`src/rtl/ram_burst_reader_if.sv`:
```
// Bundle of the command, RAM read-port and output-stream signals of ram_burst_reader.
// slave  : the burst reader itself (takes commands, drives the RAM read port and the stream).
// master : the environment (issues commands, returns RAM data, consumes the stream).
interface ram_burst_reader_if #(
  parameter int DATA_W = 16,
  parameter int ADDR_W = 3
);
  // command side
  logic              start;
  logic [ADDR_W-1:0] base_addr;
  logic [ADDR_W:0]   burst_len;
  logic              busy;
  logic              done;
  // RAM read port
  logic              rd_en;
  logic [ADDR_W-1:0] rd_addr;
  logic [DATA_W-1:0] rd_data;
  // output stream
  logic [DATA_W-1:0] m_data;
  logic              m_valid;
  logic              m_ready;

  modport slave (
    input  start, base_addr, burst_len, rd_data, m_ready,
    output busy, done, rd_en, rd_addr, m_data, m_valid
  );

  modport master (
    output start, base_addr, burst_len, rd_data, m_ready,
    input  busy, done, rd_en, rd_addr, m_data, m_valid
  );
endinterface

```
`src/rtl/ram_burst_reader.sv`:
```
// Burst read sequencer: issues consecutive, wrapping RAM reads and streams the words out.
// Latency: start edge E issues the first read, word enters the buffer at E+2, m_valid after E+2.
// Backpressure: reads only issue while buffered + in-flight words fit the return buffer.
// Ports: clk, rst (sync, active high); bus (slave modport): start/base_addr/burst_len in,
//   busy/done out; rd_en/rd_addr out, rd_data in; m_data/m_valid out, m_ready in.
module ram_burst_reader #(
  parameter int DATA_W    = 16,
  parameter int ADDR_W    = 3,
  parameter int BUF_DEPTH = 4
) (
  input  logic               clk,
  input  logic               rst,
  ram_burst_reader_if.slave  bus
);
  localparam int PTR_W = $clog2(BUF_DEPTH);
  localparam int CNT_W = PTR_W + 1;
  localparam logic [CNT_W:0] BUF_LIM = (CNT_W+1)'(BUF_DEPTH);

  typedef enum logic [1:0] {IDLE, ISSUE, DRAIN} state_t;

  state_t            state, state_nxt;
  logic [ADDR_W:0]   remaining, remaining_nxt;
  logic [ADDR_W-1:0] next_addr, next_addr_nxt;
  logic [ADDR_W-1:0] issue_addr;
  logic              issue;
  logic              rd_en_q;
  logic [ADDR_W-1:0] rd_addr_q;
  logic              cap_vld;   // RAM sampled rd_en last edge: rd_data is valid now
  logic              done_q, done_nxt;

  logic [DATA_W-1:0] buf_mem [BUF_DEPTH];
  logic [PTR_W-1:0]  wr_ptr, rd_ptr;
  logic [CNT_W-1:0]  count;
  logic              push, pop;
  logic [CNT_W:0]    credit_used;

  assign push = cap_vld;
  assign pop  = bus.m_valid && bus.m_ready;

  // Words in flight are the read issued last edge (rd_en_q) and the one being
  // returned now (cap_vld); counting both keeps the capture path overflow-free.
  assign credit_used = {1'b0, count} + (CNT_W+1)'(rd_en_q) + (CNT_W+1)'(cap_vld)
                       - (CNT_W+1)'(pop);

  always_comb begin
    state_nxt     = state;
    remaining_nxt = remaining;
    next_addr_nxt = next_addr;
    issue_addr    = next_addr;
    issue         = 1'b0;
    done_nxt      = 1'b0;
    case (state)
      IDLE: begin
        if (bus.start) begin
          if (bus.burst_len == '0) begin
            done_nxt = 1'b1;
          end else begin
            // First read goes out on the accepting edge; the buffer is empty in IDLE.
            issue         = 1'b1;
            issue_addr    = bus.base_addr;
            next_addr_nxt = bus.base_addr + ADDR_W'(1);
            remaining_nxt = bus.burst_len - (ADDR_W+1)'(1);
            state_nxt     = (bus.burst_len == (ADDR_W+1)'(1)) ? DRAIN : ISSUE;
          end
        end
      end
      ISSUE: begin
        if (remaining != '0 && credit_used < BUF_LIM) begin
          issue         = 1'b1;
          next_addr_nxt = next_addr + ADDR_W'(1);
          remaining_nxt = remaining - (ADDR_W+1)'(1);
          if (remaining == (ADDR_W+1)'(1)) state_nxt = DRAIN;
        end
      end
      DRAIN: begin
        if (pop && count == CNT_W'(1) && !rd_en_q && !cap_vld) begin
          state_nxt = IDLE;
          done_nxt  = 1'b1;
        end
      end
      default: state_nxt = IDLE;
    endcase
  end

  always_ff @(posedge clk) begin
    if (rst) begin
      state     <= IDLE;
      remaining <= '0;
      next_addr <= '0;
      rd_en_q   <= 1'b0;
      rd_addr_q <= '0;
      cap_vld   <= 1'b0;  // drops any read still in flight
      done_q    <= 1'b0;
      wr_ptr    <= '0;
      rd_ptr    <= '0;
      count     <= '0;
      for (int i = 0; i < BUF_DEPTH; i++) buf_mem[i] <= '0;
    end else begin
      state     <= state_nxt;
      remaining <= remaining_nxt;
      next_addr <= next_addr_nxt;
      rd_en_q   <= issue;
      if (issue) rd_addr_q <= issue_addr;
      cap_vld   <= rd_en_q;
      done_q    <= done_nxt;
      if (push) begin
        buf_mem[wr_ptr] <= bus.rd_data;
        wr_ptr          <= wr_ptr + PTR_W'(1);
      end
      if (pop) rd_ptr <= rd_ptr + PTR_W'(1);
      case ({push, pop})
        2'b10:   count <= count + CNT_W'(1);
        2'b01:   count <= count - CNT_W'(1);
        default: count <= count;
      endcase
    end
  end

  assign bus.busy    = (state != IDLE);
  assign bus.done    = done_q;
  assign bus.rd_en   = rd_en_q;
  assign bus.rd_addr = rd_addr_q;
  assign bus.m_data  = buf_mem[rd_ptr];
  assign bus.m_valid = (count != '0);
endmodule

```
`src/flat_wrapper.sv`:
```
// flat-port wrapper written by rule: the top's interface ports become plain ports
module ram_burst_reader_flat 
#(
  parameter int DATA_W    = 16,
  parameter int ADDR_W    = 3,
  parameter int BUF_DEPTH = 4
)
  (clk, rst, bus_start, bus_base_addr, bus_burst_len, bus_rd_data, bus_m_ready, bus_busy, bus_done, bus_rd_en, bus_rd_addr, bus_m_data, bus_m_valid);
  ram_burst_reader_if #(.DATA_W(DATA_W), .ADDR_W(ADDR_W)) bus_i ();
  input  logic clk;
  input  logic rst;
  input wire logic [$bits(bus_i.start)-1:0] bus_start;
  input wire logic [$bits(bus_i.base_addr)-1:0] bus_base_addr;
  input wire logic [$bits(bus_i.burst_len)-1:0] bus_burst_len;
  input wire logic [$bits(bus_i.rd_data)-1:0] bus_rd_data;
  input wire logic [$bits(bus_i.m_ready)-1:0] bus_m_ready;
  output wire logic [$bits(bus_i.busy)-1:0] bus_busy;
  output wire logic [$bits(bus_i.done)-1:0] bus_done;
  output wire logic [$bits(bus_i.rd_en)-1:0] bus_rd_en;
  output wire logic [$bits(bus_i.rd_addr)-1:0] bus_rd_addr;
  output wire logic [$bits(bus_i.m_data)-1:0] bus_m_data;
  output wire logic [$bits(bus_i.m_valid)-1:0] bus_m_valid;
  assign bus_i.start = bus_start;
  assign bus_i.base_addr = bus_base_addr;
  assign bus_i.burst_len = bus_burst_len;
  assign bus_i.rd_data = bus_rd_data;
  assign bus_i.m_ready = bus_m_ready;
  assign bus_busy = bus_i.busy;
  assign bus_done = bus_i.done;
  assign bus_rd_en = bus_i.rd_en;
  assign bus_rd_addr = bus_i.rd_addr;
  assign bus_m_data = bus_i.m_data;
  assign bus_m_valid = bus_i.m_valid;
  ram_burst_reader #(.DATA_W(DATA_W), .ADDR_W(ADDR_W), .BUF_DEPTH(BUF_DEPTH)) u_core (.clk(clk), .rst(rst), .bus(bus_i));
endmodule
```
`config.mk`:
```
export PLATFORM = sky130hd
export DESIGN_NAME = ram_burst_reader_flat
export DESIGN_NICKNAME = d
export VERILOG_FILES = /design/src/rtl/ram_burst_reader_if.sv /design/src/rtl/ram_burst_reader.sv /design/src/flat_wrapper.sv
export SDC_FILE = /design/constraint.sdc
export NUM_CORES = 1
export LEC_CHECK = 0
export ABC_CLOCK_PERIOD_IN_PS = 3400
export CAP_MARGIN = 20
export CORE_ASPECT_RATIO = 1.2
export CORE_UTILIZATION = 45
export CTS_CLUSTER_SIZE = 40
export DETAILED_ROUTE_END_ITERATION = 10
export PLACE_DENSITY = 0.76
export SETUP_SLACK_MARGIN = 0.3
export SYNTH_ARGS = -nofsm -noshare
export SYNTH_HDL_FRONTEND = slang
export SYNTH_SLANG_ARGS = --single-unit
```
`constraint.sdc`:
```
create_clock -name clk -period 3.4 [get_ports clk]
set_input_delay 0.34 -clock clk [delete_from_list [all_inputs] [get_ports clk]]
set_output_delay 0.34 -clock clk [all_outputs]
set_load 0.03 [all_outputs]
```
; ---- After elaboration in Yosys (flattened, before gate mapping)
; Memory sizes are Yosys's and may differ from the RTL's. A register that Yosys moved wholly into a read port is not among the register bits.
; Cells that the tools add are included.
[totals]
reg_bits = 22
mem_bits_rw = 64
in_bits = 27
output_inout_bits = 23
word_cells = 89
mem_count = 1
[memory_table]
columns = memory, depth, width, rd, rd_clocked_by_memory_dff, wr, line_no
row1 = u_core.buf_mem, 4, 16, 1, 1, 4, ram_burst_reader.sv:31  ; logic [DATA_W-1:0] buf_mem [BUF_DEPTH];
[op_classes]
add_sub_neg = 11
n_lt_le_gt_ge = 1
eq_ne = 12
muxes = 37
n_reduce_logical = 17
[ops]
columns = operator, count
row1 = $mux W2, 9
row2 = $mux W3, 6
row3 = $mux W16, 1
row4 = $reduce_or A16 Y1, 1
row5 = $mux W1, 12
row6 = $mux W4, 3
row7 = $pmux W3 S2, 2
row8 = $add A3 B1 Y3 const B, 3
row9 = $eq A4 B1 Y1 const B, 2
row10 = $pmux W4 S2, 1
row11 = $sub A4 B1 Y4 const B, 2
row12 = $ne A2 B1 Y1 const B, 3
row13 = $pmux W2 S3, 1
row14 = $reduce_bool A2 Y1, 3
row15 = $logic_and A1 B1 Y1, 5
row16 = $reduce_and A5 Y1, 1
row17 = $add A2 B1 Y2 const B, 2
row18 = $add A3 B1 Y4, 1
row19 = $add A4 B1 Y4, 1
row20 = $eq A2 B1 Y1 const B, 2
row21 = $eq A2 B2 Y1 const B, 2
row22 = $logic_not A4 Y1, 1
row23 = $lt A4 B3 Y1 const B, 1
row24 = $ne A2 B2 Y1 const B, 2
row25 = 9 further kinds, 11

; ---- Longest topological paths before layout
; Gate-level depths: netlist of the first run.
[logic_depth]
depth_word = 7
depth_mapped = 13
ltp_nobuf = 12

; ---- Worst setup path before layout of the first run
; No wires, ideal clock.
[synth_timing]
kind = register -> register
from = register u_core.count[1]
to = register u_core.next_addr[0]
arrival_ps = 2789
required_time_ps = 3279
path_slack_ps = 491
path_stages_with_launch = 13
path_buffers = 0
period_less_slack_ps = 2909
cell_sequence = dfxtp_1 -> inv_1 -> ha_1 -> nand2b_1 -> and2_1 -> ha_1 -> inv_1 -> ha_1 -> nand3_1 -> and3_1 -> o211a_4 -> nor2_1 -> mux2_2
[synth_between]
elab_chain_len = 7
[synth_rtl]
columns = item, line_no
row1 = "start, declared", ram_burst_reader.sv:33  ; logic [CNT_W-1:0] count;
row2 = "start signal, assigned", ram_burst_reader.sv:112  ; 2'b10: count <= count + CNT_W'(1);
row3 = "start signal, assigned", ram_burst_reader.sv:113  ; 2'b01: count <= count - CNT_W'(1);
row4 = "start signal, assigned", ram_burst_reader.sv:114  ; default: count <= count;
row5 = $reduce_bool A3 Y1, ram_burst_reader.sv:124  ; assign bus.m_valid = (count != '0);
row6 = via bus_m_valid, flat_wrapper.sv:22  ; output wire logic [$bits(bus_i.m_valid)-1:0] bus_m_valid;
row7 = $logic_and A1 B1 Y1, ram_burst_reader.sv:38  ; assign pop = bus.m_valid && bus.m_ready;
row8 = $sub A4 B1 Y4, ram_burst_reader.sv:43  ; - (CNT_W+1)'(pop);
row9 = $lt A4 B3 Y1, ram_burst_reader.sv:68  ; if (remaining != '0 && credit_used < BUF_LIM) begin
row10 = $logic_and A1 B1 Y1, ram_burst_reader.sv:68
row11 = $ne A2 B1 Y1 (no source line), -
row12 = $reduce_and A4 Y1 (no source line), -
row13 = "end signal, assigned", ram_burst_reader.sv:101  ; next_addr <= next_addr_nxt;
row14 = "end, declared", ram_burst_reader.sv:23  ; logic [ADDR_W-1:0] next_addr, next_addr_nxt;
; The timed path passes the listed nets, and every way through them passes these cells.
; A chain may end at the register's enable or synchronous reset.

; ---- Worst setup path after layout of the first run
[layout_timing]
from = register u_core.count[1]
to = register u_core.next_addr[0]
[layout_between]
elab_chain_len = 7
[layout_rtl]
columns = item, line_no
row1 = $add A3 B1 Y4 or $reduce_bool A3 Y1 (tied branches), "ram_burst_reader.sv:42, ram_burst_reader.sv:124"
row2 = $add A4 B1 Y4 or $logic_and A1 B1 Y1 (tied branches), "ram_burst_reader.sv:42, ram_burst_reader.sv:38"
row3 = $sub A4 B1 Y4 *, ram_burst_reader.sv:43
row4 = $lt A4 B3 Y1 *, ram_burst_reader.sv:68
row5 = $logic_and A1 B1 Y1 *, ram_burst_reader.sv:68
row6 = $ne A2 B1 Y1 (no source line) *, -
row7 = $reduce_and A4 Y1 (no source line) *, -
; Every way passes the cells marked *; elsewhere a longest branch is shown, timed or not.

==> qor.yml, run 1 <==
placement:
  port_buffers: 49
  gp_congestion: 0.834
  placed_area_mm2: 0.00470
  hpwl_mm: 5.09
sta:
  drv_slew: 0
  period_minus_slack_ns: 2.81
  max_freq_ghz: 0.356
  skew_ns: 0.0126
  worst_slew_pin_slew_ns: 0.832
  min_period_over_period_pct: 82.6
  timing.hold.ws_ns: 0.501
  rsz0062_at_grt: "false"
  hold_violations: 0
  tns_ns: 0
  relSlewSlack_pct: 44.4
  setup_viol: 0
yosys:
  synthCells: 342
  yosysWarnings: 0
  syn_area_mm2: 0.00410
  synth-async-reset-ratio_pct: 0
  ys_types: 50
  ys_seq_area_share_pct: 58.6
  syn_nets: 383
  ys_top_cells_by_count: "nor2_1 (69), edfxtp_1 (64), inv_1 (30)"
  synth_area_leaders: "edfxtp_1 (47%), dfxtp_1 (12%), mux4_2 (8.8%)"
  yosys.area.top_type: "edfxtp_1"
  synth_edf_count: 64
  synth_seq_cells: 88
  synth-main-ff-cell: "edfxtp_1"
  avgSynthCellArea_um2: 12.0
  synth_top_area_share_pct: 46.9
  yosysMostFrequentCell: "nor2_1"
global_route:
  grt-ovfl-total: 0
  antenna_found_initial: 0
  grt_max_degree: 23
  grt_pass1_vias: 2721
  gr-usage-all-layers_pct: 18.2
  grt_pass1_wl_mm: 12.8
critical_path:
  crit_slowest_cell: "ha_1"
  cp.required_ns: 3.66
  worstSetupPathType: "flip-flop to flip-flop"
  critPathArrivalTime_ns: 3.07
  critical_path.most_common_cell: "ha_1"
  worstPathCellList: "inv_1 -> ha_1 -> nand2b_1 -> and2_1 -> ha_1 -> inv_1 -> ha_1 -> nand3_1 -> and3_1 -> o211a_4 -> nor2_4 -> mux2_2"
  endpoint_kind: "flip-flop"
  critical_path.max_fanout: 12
  cpPeakStageDelay_ns: 0.37
  cp-start-kind: "flip-flop"
clock_network:
  cts_resized: 0
  htreeDepth: 3
  cts_root_buf: "clkbuf_8"
  cts_tree: "built"
  cts.clk_slew.worst_paths_ns: 0.10
  cts_buffer_depth: 2
  cts.sinks: 88
  numCtsBuffers: 9
  cts.hold.buffers_added: 0
  clk_latency_ns: 0.36
  postCtsSetupRepairBufs: 0
route:
  drt-initial-drc-count: 116
  viasPerCell: 5.22
  dr.pass1.iters: 4
  antenna_left: 0
  wl_mm: 7.89
  via_count: 2676
  routedWlPerCell_um: 15.4
  drc: 0
finish:
  multi_input_area_mm2: 0.00151
  design_area_mm2: 0.00490
  drive_above_1_share_pct: 12.4
  regArea_mm2: 0.00240
  diodes: 0
  nets: 432
  nFillCells: 760
  area_delta_synth_final_pct: 19.5
  final_core_util_pct: 56.3
die:
  coreArea_mm2: 0.00870
  pin_count: 50
  die-width_um: 89.1
  initial_core_util_pct: 47.1
  die_y_um: 107
  dieArea_mm2: 0.00949
  core.rowCount: 37
pwr:
  switching_power_mw: 1.07
  power.internal_mw: 2.02
  p_comb_share_pct: 34.6
  power_switching_share_pct: 34.5
  irDropWorstVdd_mv: 0.291
  power.total_mw: 3.09
  clkPwrFrac_pct: 22.3
  leakagePower_nw: 1.89
  p_seq_share_pct: 43.1
  p_per_area_mw_per_mm2: 631
job:
  drv_cap: 0
min_path:
  hold_class: "flip-flop to flip-flop"
outcome:
  status: "completed"
logic make-up after synthesis:
family / Yosys count / synth area share, %
buf+inv: 47 / 4.64
fa+ha+maj: 14 / 4.27
xor+xnor: 8 / 1.71
simple gates: 127 / 13.6
compound gates: 37 / 7.11
mux: 21 / 10.0
flops: 88 / 58.6
registers in the layout, summed over array words and instances (netlist names), named ones only:
name                count
u_core.buf_mem         64
u_core.bus.done         1
u_core.bus.rd_addr      3
u_core.bus.rd_en        1
u_core.cap_vld          1
u_core.count            3
u_core.next_addr        3
u_core.rd_ptr           2
u_core.remaining        4
u_core.state            2
u_core.wr_ptr           2
area by class of cell:
| cell class | instances | share of cell area [%] |
|---|---|---|
| Sequential cell | 88 | 49.1 |
| Multi-Input combinational cell | 207 | 30.9 |
| Timing Repair Buffer | 55 | 10.9 |
| Tap cell | 117 | 2.99 |
| Clock buffer | 9 | 2.53 |
| Inverter | 30 | 2.30 |
| Clock inverter | 7 | 1.28 |
metrics by stage:
| stage | setup WS, ns | std cells |
|---|---|---|
| floorplan | 0.491 | 342 |
| global placement | 0.458 | 497 |
| detailed placement | 0.419 | 497 |
| CTS | 0.431 | 513 |
| global route | 0.340 | 513 |
| finish | 0.591 | 513 |
worst max-delay path, delay by kind of cell (launching register included):
kind / cells / cell delay [ns]
buffers and inverters: 2 / 0.22
muxes: 1 / 0.34
adders and majority gates: 3 / 0.83
and+or+nand+nor: 5 / 0.69
AOI/OAI and AO/OA: 1 / 0.30
DFF: 1 / 0.33
routing by layer:
metal / vias up / share of wire, % / global-route usage (%)
li1: 1299 / - / -
met4: 0 / 1.5 / 7.71
met2: 55 / 53 / 32.4
met5: - / 0 / 0
met3: 9 / 3.5 / 2.64
met1: 1313 / 42 / 21.3
final timing paths:
| path | slack (ns) | start | cells past startpoint | end |
|---|---|---|---|---|
| hold / removal | 0.50 | u_core.next_addr[1]$_SDFFE_PP0P_ | 2 | u_core.next_addr[1]$_SDFFE_PP0P_ |
| hold reg to reg | 0.50 | u_core.next_addr[1]$_SDFFE_PP0P_ | 2 | u_core.next_addr[1]$_SDFFE_PP0P_ |
| setup reg to reg | 0.59 | u_core.count[1]$_SDFFE_PP0N_ | 12 | u_core.next_addr[0]$_SDFFE_PP0P_ |
| setup / recovery | 0.59 | u_core.count[1]$_SDFFE_PP0N_ | 12 | u_core.next_addr[0]$_SDFFE_PP0P_ |
placed cells by master (no fill, tap or decap), drive strengths merged, types with 2 or more instances in the layout:
| master | instances |
|---|---|
| nor4 | 2 |
| o221a | 2 |
| o21ai | 10 |
| ha | 14 |
| nor3 | 6 |
| nand2b | 6 |
| inv | 34 |
| nand2 | 27 |
| xor2 | 5 |
| a21oi | 6 |
| edfxtp | 64 |
| or2 | 2 |
| nor2 | 69 |
| nand3 | 6 |
| clkdlybuf4s50 | 49 |
| xnor2 | 3 |
| nor2b | 2 |
| buf | 6 |
| clkinvlp | 2 |
| clkbuf | 9 |
| mux4 | 16 |
| a211oi | 6 |
| dfxtp | 24 |
| mux2i | 4 |
power by group through the flow:
stage | Combinational (mW) | Sequential [mW] | Clock [mW]
after floorplan | 0.757 | 1.34 | 0
final | 1.07 | 1.33 | 0.689
after detailed placement | 1.07 | 1.35 | 0
after CTS | 1.08 | 1.33 | 0.700
after global placement | 1.05 | 1.35 | 0
after global routing | 1.17 | 1.34 | 0.738
Note: power is estimated with default switching activity, not from simulation.
==> run 2: changes to the inputs <==
- ABC_CLOCK_PERIOD_IN_PS: 3400 -> 2370
- PLACE_DENSITY: 0.76 -> 0.78
- clock period: 3.4 -> 2.37 ns (I/O delays scaled with it)
==> run 2 against run 1 <==
- first-iteration DRC count up 34%
- core utilization grew 3.6 points
- die area did not move
- sequential share of layout area down 2.9 points
- worst setup slack worse by 0.58 ns
- clock skew shrank 0.0031 ns
- critical path depth stayed put
- largest cell class unchanged
- largest power group is now combinational cells
==> qor.yml, run 2 (same netlist as run 1, synthesis figures left out) <==
job:
  drv_cap: 0
sta:
  hold_violations: 0
  drv_slew: 0
  min_period_over_period_pct: 99.4
  rsz0062_at_grt: "true"
  setup_viol: 0
  max_freq_ghz: 0.425
  tns_ns: 0
  period_minus_slack_ns: 2.35
  skew_ns: 0.00949
  relSlewSlack_pct: 49.6
  worst_slew_pin_slew_ns: 0.756
finish:
  drive_above_1_share_pct: 26.1
  layout_commonest_cell: "nor2_1"
  reg_top3: "u_core.buf_mem x64, u_core.remaining x4"
  largest_reg_flops: 64
  design_area_mm2: 0.00521
  diodes: 0
  most-common-layout-cells: "nor2_1 (68), edfxtp_1 (64), clkdlybuf4s50_1 (32)"
  nFillCells: 747
  final_core_util_pct: 59.9
  regMostFlops: "u_core.buf_mem"
  nets: 457
  area_delta_synth_final_pct: 27.1
critical_path:
  worstSetupStartpoint: "u_core.count[0]$_SDFFE_PP0N_"
  regToRegStartpoint: "u_core.count[0]$_SDFFE_PP0N_"
  cp-start-kind: "flip-flop"
  critical_path.max_fanout: 7
  reg2reg_slack_ns: 0.02
  worstSetupPathType: "flip-flop to flip-flop"
  ff2ff_path_depth: 12
  worstPathCellList: "inv_2 -> ha_4 -> nand2b_4 -> and2_4 -> ha_4 -> inv_4 -> ha_4 -> nand3_4 -> and3_4 -> o211a_4 -> nor2_4 -> mux2_4"
  crit_slowest_cell: "dfxtp_2"
  critical_path.most_common_cell: "ha_4"
  cp.required_ns: 2.62
  timing.rr.end: "u_core.next_addr[0]$_SDFFE_PP0P_"
  critPathArrivalTime_ns: 2.60
  cpPeakStageDelay_ns: 0.33
  endpoint_kind: "flip-flop"
route:
  viasPerCell: 5.20
  routedWlPerCell_um: 15.9
  wl_mm: 8.56
  drc: 0
  drt-initial-drc-count: 155
  via_count: 2796
  antenna_left: 0
  dr.pass1.iters: 4
die:
  die_y_um: 107
  coreArea_mm2: 0.00870
  pin_count: 50
  core.rowCount: 37
  die-width_um: 89.1
  initial_core_util_pct: 47.1
  dieArea_mm2: 0.00949
min_path:
  min_to: "u_core.next_addr[1]$_SDFFE_PP0P_"
  hold_class: "flip-flop to flip-flop"
  hold_depth: 2
  hold_start: "u_core.next_addr[1]$_SDFFE_PP0P_"
pwr:
  irDropWorstVdd_mv: 0.402
  power.total_mw: 4.99
  p_per_area_mw_per_mm2: 957
  leakagePower_nw: 2.07
global_route:
  gr-usage-all-layers_pct: 19.9
  grt_max_degree: 22
  antenna_found_initial: 0
  grt-ovfl-total: 0
  grt_pass1_wl_mm: 13.9
  grt_pass1_vias: 2988
placement:
  placed_area_mm2: 0.00493
  hpwl_mm: 5.69
  gp_congestion: 0.782
  port_buffers: 49
clock_network:
  cts_buffer_depth: 2
  htreeDepth: 3
  cts_tree: "built"
  cts.clk_slew.worst_paths_ns: 0.09
  cts.sinks: 88
  cts.hold.buffers_added: 0
  numCtsBuffers: 9
  clk_latency_ns: 0.35
  cts_root_buf: "clkbuf_8"
outcome:
  status: "completed"
[run 2: where the power goes]
part | leakage (nW) | switching [mW] | internal [mW]
clock | 0.111 | 0.533 | 0.596
combinational | 1.10 | 1.00 | 0.956
sequential | 0.861 | 0.0961 | 1.81
[run 2: critical path: cells and delay by family, from the launching register on]
| kind | cells | cell delay [ns] |
|---|---|---|
| flops | 1 | 0.33 |
| buf+inv | 2 | 0.10 |
| simple gates | 5 | 0.55 |
| compound gates | 1 | 0.27 |
| fa+ha+maj | 3 | 0.69 |
| mux | 1 | 0.31 |
[run 2: repair_timing]
item                       CTS  global route
cloned                       0             0
pin swaps                    8             2
setup buffers                5             1
setup endpoints to repair   26            26
resized for setup           19            31
[run 2: final cells by class]
class	count	area [um2]	share of cell area [%]
Multi-Input combinational cell	207	1640	31.4
Clock inverter	7	95.1	1.83
Timing Repair Buffer	80	686	13.2
Sequential cell	88	2400	46.2
Inverter	30	118	2.26
Clock buffer	9	124	2.38
Tap cell	117	146	2.81
[run 2: worst max-delay path by stage]
stage,depth (start not counted),end
6_report,12,u_core.next_addr[0]$_SDFFE_PP0P_
4_1_cts,13,u_core.remaining[2]$_SDFFE_PP0P_
3_3_place_gp,10,u_core.next_addr[0]$_SDFFE_PP0P_
3_5_place_dp,11,u_core.remaining[2]$_SDFFE_PP0P_
2_1_floorplan,12,u_core.next_addr[0]$_SDFFE_PP0P_
5_1_grt,13,u_core.bus.rd_addr[2]$_SDFFE_PP0P_
[run 2: layer usage]
metal  routed length, um  track usage, %  vias to the layer above
li1                    -               -                     1352
met1                3450            22.7                     1345
met2                4540            36.0                       86
met3                 470            3.88                       13
met4                  99            7.14                        0
met5                   0               0                        -
[run 2: per-stage QoR]
step | hold WS [ns] | setup WS [ns] | cells
6_report | 0.489 | 0.0151 | 538
5_1_grt | 0.523 | -0.0646 | 538
4_1_cts | 0.492 | 0.0272 | 537
3_5_place_dp | 0.479 | -0.186 | 516
3_3_place_gp | 0.475 | -0.134 | 516
2_1_floorplan | 0.420 | -0.0604 | 342
